`src/rtl/mux_scan_ctrl.sv`:
```
// mux_scan_ctrl: sweeps a 16:1 bit-mux select and gathers the sampled bits into a word.
// Optional macro MUX_SCAN_PARITY_EN adds a parity output that tracks word.
//
// Ports:
//   clk    - rising-edge clock
//   rst    - asynchronous active-high reset
//   start  - scan request, sampled only while idle
//   y_in   - mux output bit for the currently driven select
//   s      - registered mux select
//   busy   - high whenever a scan is in flight (including the done cycle)
//   done   - one-cycle pulse when a completed word is presented
//   word   - captured word, bit k = y_in sampled while s == k
//   valid  - sticky, set once any scan has completed since reset
//   parity - (MUX_SCAN_PARITY_EN only) XOR of all bits of word
module mux_scan_ctrl #(
    parameter int N_CH   = 16,
    parameter int SEL_W  = 4,
    parameter int SETTLE = 1
) (
    input  logic             clk,
    input  logic             rst,
    input  logic             start,
    input  logic             y_in,
    output logic [SEL_W-1:0] s,
    output logic             busy,
    output logic             done,
    output logic [N_CH-1:0]  word,
    output logic             valid
`ifdef MUX_SCAN_PARITY_EN
    ,
    output logic             parity
`endif
);

    typedef enum logic [1:0] {
        ST_IDLE,
        ST_WAIT,
        ST_SAMPLE,
        ST_DONE
    } state_t;

    localparam logic [SEL_W-1:0] LAST_CH  = SEL_W'(N_CH - 1);
    localparam logic [3:0]       SET_CNT  = 4'(SETTLE);
    localparam state_t           AFTER_SEL =
        (SETTLE == 0) ? ST_SAMPLE : ST_WAIT;

    state_t            r_state;
    logic [3:0]        r_cnt;
    // The last channel goes straight into word, so only N_CH-1 bits are shadowed.
    logic [N_CH-2:0]   r_shadow;
    logic [N_CH-1:0]   w_final;

    assign w_final = {y_in, r_shadow};

    always_ff @(posedge clk or posedge rst) begin
        if (rst) begin
            r_state  <= ST_IDLE;
            r_cnt    <= '0;
            r_shadow <= '0;
            s        <= '0;
            busy     <= 1'b0;
            done     <= 1'b0;
            word     <= '0;
            valid    <= 1'b0;
`ifdef MUX_SCAN_PARITY_EN
            parity   <= 1'b0;
`endif
        end else begin
            done <= 1'b0;
            unique case (r_state)
                ST_IDLE: begin
                    s    <= '0;
                    busy <= 1'b0;
                    if (start) begin
                        r_cnt   <= SET_CNT;
                        busy    <= 1'b1;
                        r_state <= AFTER_SEL;
                    end
                end
                ST_WAIT: begin
                    r_cnt <= r_cnt - 4'd1;
                    if (r_cnt == 4'd1) begin
                        r_state <= ST_SAMPLE;
                    end
                end
                ST_SAMPLE: begin
                    if (s == LAST_CH) begin
                        word    <= w_final;
                        valid   <= 1'b1;
                        done    <= 1'b1;
`ifdef MUX_SCAN_PARITY_EN
                        parity  <= ^w_final;
`endif
                        r_state <= ST_DONE;
                    end else begin
                        r_shadow[s] <= y_in;
                        s           <= s + 1'b1;
                        r_cnt       <= SET_CNT;
                        r_state     <= AFTER_SEL;
                    end
                end
                ST_DONE: begin
                    s       <= '0;
                    busy    <= 1'b0;
                    r_state <= ST_IDLE;
                end
                default: begin
                    r_state <= ST_IDLE;
                end
            endcase
        end
    end

endmodule

```
`config.mk`:
```
export PLATFORM = sky130hd
export DESIGN_NAME = mux_scan_ctrl
export DESIGN_NICKNAME = d
export VERILOG_FILES = /design/src/rtl/mux_scan_ctrl.sv
export SDC_FILE = /design/constraint.sdc
export NUM_CORES = 1
export LEC_CHECK = 0
export CORE_AREA = 2 2 97 99
export CTS_BUF_LIST = sky130_fd_sc_hd__clkbuf_4 sky130_fd_sc_hd__clkbuf_8
export DETAILED_ROUTE_END_ITERATION = 7
export DIE_AREA = 0 0 99 101
export SLEW_MARGIN = 20
export SYNTH_ARGS = -nofsm -noshare
export SYNTH_HDL_FRONTEND = slang
export SYNTH_SLANG_ARGS = --single-unit
```
`constraint.sdc`:
```
create_clock -name clk -period 1.5 [get_ports clk]
set_input_delay 0.3 -clock clk [delete_from_list [all_inputs] [get_ports clk]]
set_output_delay 0.3 -clock clk [all_outputs]
set_load 0.03 [all_outputs]
```
# Word level (Yosys, flattened, before mapping)
# Cells that the tools add are included.
# classes
add_sub_neg	2
order_cmp	2
n_eq_ne	8
muxes	16
bitwise_logic	1
n_reduce_logical	11
# op_table
operator	n
$bwmux W15	1
$mux W4	3
$pmux W4 S3	1
$pmux W2 S4	1
$pmux W4 S2	1
$reduce_and A2 Y1	4
$mux W2	3
$ne A2 B2 Y1 const B	3
$lt A4 B5 Y1 const B	1
$add A4 B1 Y4 const B	1
$demux W1 S4	1
$eq A2 B2 Y1 const B	2
$eq A4 B1 Y1 const B	1
$eq A4 B4 Y1 const B	1
$ge A4 B1 Y1 const B	1
$mux W1	4
$reduce_bool A2 Y1	2
$sub A4 B1 Y4 const B	1
$reduce_and A3 Y1	1
$reduce_bool A3 Y1	1
$eq A2 B1 Y1 const B	1
$logic_not A2 Y1	1
$pmux W1 S2	1
$reduce_or A2 Y1	1
2 further kinds	2
# word_totals
ff_bits	44
inputBits	4
output_inout_bits	23
word_cells	48

# Logic depth before layout (Yosys ltp)
# depth
word_depth	5
depth_mapped	8
depth_no_buf	6

# Worst setup path after synthesis
# Ideal clock, no wire load.
# synth_timing
path_type	register to register
start	register s[0]
end	register r_cnt[3]
setup_ns	0.132
arrival_ns	1.527
required_ns	1.368
path_slack_ns	-0.159
path_stages_with_launch	7
path_buffers	1
period_less_slack_ns	1.659
cell_sequence	dfrtp_1 > ha_1 > nand4_4 > inv_2 > buf_6 > o41ai_2 > o21ai_1
# synth_via
elab_chain_len	3
# synth_lines
element	line	source
start, declared	24	output logic [SEL_W-1:0] s,
start signal, assigned	97	s <= s + 1'b1;
$eq A4 B4 Y1	87	if (s == LAST_CH) begin
$ne A2 B2 Y1 (no line)	-	
$reduce_and A3 Y1 (no line)	-	
end signal, assigned	81	r_cnt <= r_cnt - 4'd1;
end, declared	48	logic [3:0] r_cnt;
# No other way between the ends.
# A chain may end at the register's enable or synchronous reset.

# Final worst setup path
# layout_timing
start	register r_cnt[1]
end	register r_state[1]
# layout_via
elab_chain_len	3
# layout_lines
element	line	source
$eq A4 B1 Y1	82	if (r_cnt == 4'd1) begin
$ne A2 B2 Y1 (no line)	-	
$reduce_and A2 Y1 (no line)	-	
end signal, assigned	77	r_state <= AFTER_SEL;
end signal, assigned	83	r_state <= ST_SAMPLE;
end signal, assigned	94	r_state <= ST_DONE;
end, declared	47	state_t r_state;
# No other way between the ends.

==> impl_metrics.py <==
metrics = {
    "run_status": {
        "outcome": "complete, no violations",
    },
    "floorplan": {
        "start_util_pct": 23.3,
        "dieArea_um2": 10000,
        "die_h_um": 101,
        "rows": 35,
        "io-pin-count": 27,
        "die_w_um": 99,
        "core_um2": 8980,
    },
    "yosys": {
        "yosys.area.top_type_share_pct": 52.6,
        "synth_warnings": 0,
        "synthCells": 197,
        "synthDistinctLibCells": 35,
        "yosysTopAreaCell": "dfrtp_1",
        "syn_area_per_cell_um2": 10.6,
        "netlist_area_um2": 2090,
        "ys_ff_latch": 44,
        "synthesis.nets": 211,
        "seq_area_frac_synth_pct": 52.6,
        "synth.area.top_cells": "dfrtp_1 53%, nand2_1 11%, mux2_2 7.0%",
    },
    "critical_path": {
        "r2r_slack_ns": 0.01,
        "cp.arrival_ns": 1.69,
        "cp.required_ns": 1.70,
        "crit_fanout": 3,
        "r2r_cells": 5,
        "start_kind": "register",
        "criticalPathCategory": "reg -> reg",
        "r2r_end": "r_state[1]",
        "endpoint_kind": "register",
        "reg2reg_from": "r_cnt[1]",
    },
    "global_route": {
        "antenna_found_initial": 0,
        "grt_pass1_wl_um": 7610,
        "gr-total-overflow": 0,
        "grt_max_degree": 22,
        "track_usage_pct": 9.49,
        "grt_pass1_vias": 1572,
    },
    "sta": {
        "timing.final.crit_share_pct": 99.2,
        "rsz0062_at_grt": "true",
        "fin_crit_ns": 1.49,
        "setup_viol": 0,
        "fin_ws_ns": 0.0113,
        "slew-limit-headroom_pct": 66.3,
        "tns_ns": 0,
        "fin_skew_ns": 0.0115,
        "worst_pin_slew_ns": 0.502,
        "fmax_ghz": 0.672,
        "slew_viol_final": 0,
        "hold_viol_final": 0,
    },
    "placed_design": {
        "port-buffer-count": 26,
        "place_worst_setup_slack_ns": -0.107,
        "dp_hpwl_um": 3310,
        "gp_congestion": 0.725,
    },
    "cts": {
        "insertion_delay_ns": 0.30,
        "h-tree-depth": 2,
        "cts_buffers": 5,
        "cts_tree": "built",
        "clockBufferDepth": 2,
        "cts-root-buf": "clkbuf_8",
        "cts_hold_buf": 0,
        "cts_sinks": 44,
        "clk_pin_slew_ns": 0.09,
    },
    "layout": {
        "fin_nets": 264,
        "seq_area_um2": 1110,
        "num_antenna_cells": 0,
        "multi_input_area_um2": 985,
        "drive_above_1_share_pct": 35.1,
        "fillers": 912,
        "syn_to_final_growth_pct": 35.5,
    },
    "detailed_routing": {
        "ant_nets": 0,
        "vias": 1524,
        "drt_iter0_drc": 41,
        "drt-total-wl_um": 4480,
        "firstDrtPassIters": 4,
        "post-route-drc-count": 0,
        "wire_per_inst_um": 12.4,
        "vias_per_cell": 4.21,
    },
    "pwr": {
        "vdd_ir_drop_max_mv": 0.615,
        "powerDensity_nw_per_um2": 1380,
        "p_leak_nw": 1.33,
    },
    "job": {
        "cap_violations": 0,
    },
    "min_path": {
        "worst_hold_path_type": "in -> async",
    },
}
[metal layers]
layer	wire, um	track usage, %	share of wire, %
met4	30	2.21	0.67
met2	2220	15.8	50
met3	194	3.33	4.3
met5	0	0	0
met1	2030	11.9	45
[synth_stat cells]
library cell	number
a21oi_1	1
and4b_1	1
buf_4	2
o22ai_1	1
or4_2	1
mux2_4	3
a21o_1	1
o21ai_0	4
o41ai_1	1
o21ai_1	1
o22a_2	1
nand2_1	59
buf_6	4
clkbuf_1	2
and2b_2	1
mux2i_1	1
buf_2	1
dfrtp_1	44
nand4_4	1
inv_2	1
ha_1	10
o41ai_2	1
inv_1	8
nor3_1	5
a31oi_1	1
or3b_4	1
o311ai_0	1
xor2_1	2
a211oi_1	2
nand4_1	3
nor2b_1	5
nand2b_1	3
nand3_1	10
o31a_1	1
mux2_2	13
[report_power, final]
group / internal [W] / switching [W]
clock network: 0.000344 / 0.000413
registers: 0.00137 / 0.000152
logic: 0.000821 / 0.000804
[worst max-delay path by stage]
stage / depth (start not counted) / end / slack, ns / start
6_report: 5 / r_state[1] / 0.01 / r_cnt[1]
4_1_cts: 5 / r_cnt[1] / 0.01 / s[0]
3_3_place_gp: 4 / r_cnt[0] / -0.04 / start
3_5_place_dp: 4 / r_cnt[0] / -0.11 / start
2_1_floorplan: 6 / r_shadow[14] / 0.009 / r_state[0]
5_1_grt: 5 / r_state[1] / -0.03 / r_cnt[1]
[worst max-delay path, cell delays in order, from the launching register on]
cell and delay [ns]:
dfrtp_1 0.40, inv_2 0.08, ha_4 0.11, or3b_4 0.39, a21o_1 0.19, o22a_2 0.21
[layout make-up]
cell class | instances | share of cell area (%)
inverters | 9 | 1.28
repair buffers | 55 | 17.0
flip-flops and latches | 44 | 39.0
clock inverters | 2 | 0.441
well taps | 111 | 4.89
multi-input cells | 135 | 34.7
clock buffers | 6 | 2.69
[cell families after synthesis]
group,count (synthesis),synth area share [%]
XOR/XNOR,2,0.836
buffers and inverters,18,5.08
AO/OA/AOI/OAI,16,5.62
multiplexers,17,9.62
AND/OR/NAND/NOR,90,20.3
flip-flops,44,52.6
adder cells (fa/ha/maj),10,5.97
[sequential cells by signal (all words and copies together) (netlist names)]
signal,cells
s,4
busy,1
word,16
done,1
r_shadow,15
r_state,2
valid,1
r_cnt,4
[cells in the final DEF (no fill, tap or decap), types with 3 or more instances in the layout]
cell type	instances
nand2b_1	3
nand4_1	3
inv_2	4
inv_1	3
clkbuf_8	5
nand2_1	59
dfrtp_2	5
mux2_4	3
o21ai_0	3
nor3_2	5
ha_4	4
nor2b_1	3
dfrtp_1	39
ha_1	3
ha_2	3
buf_12	3
dlygate4sd2_1	19
nand3_1	9
clkdlybuf4s50_1	3
mux2_2	13
buf_4	30
[metrics by stage]
stage               hold slack [ns]  util [%]  total power (W)  cells  instance area (um2)
detailed placement            0.455      29.5          0.00299    349                 2650
floorplan                     0.433         -          0.00242    197                 2110
CTS                           0.286      31.0          0.00386    361                 2780
global route                  0.295      31.6          0.00418    362                 2840
global placement              0.449      29.5          0.00296    349                 2650
finish                        0.272      31.6          0.00390    362                 2840
[timing repair]
action / in CTS / in global routing
pin swaps: 2 / 2
setup buffers: 4 / 2
setup endpoints to repair: 30 / 11
resized for setup: 30 / 14
(Power assumes the default switching activity.)
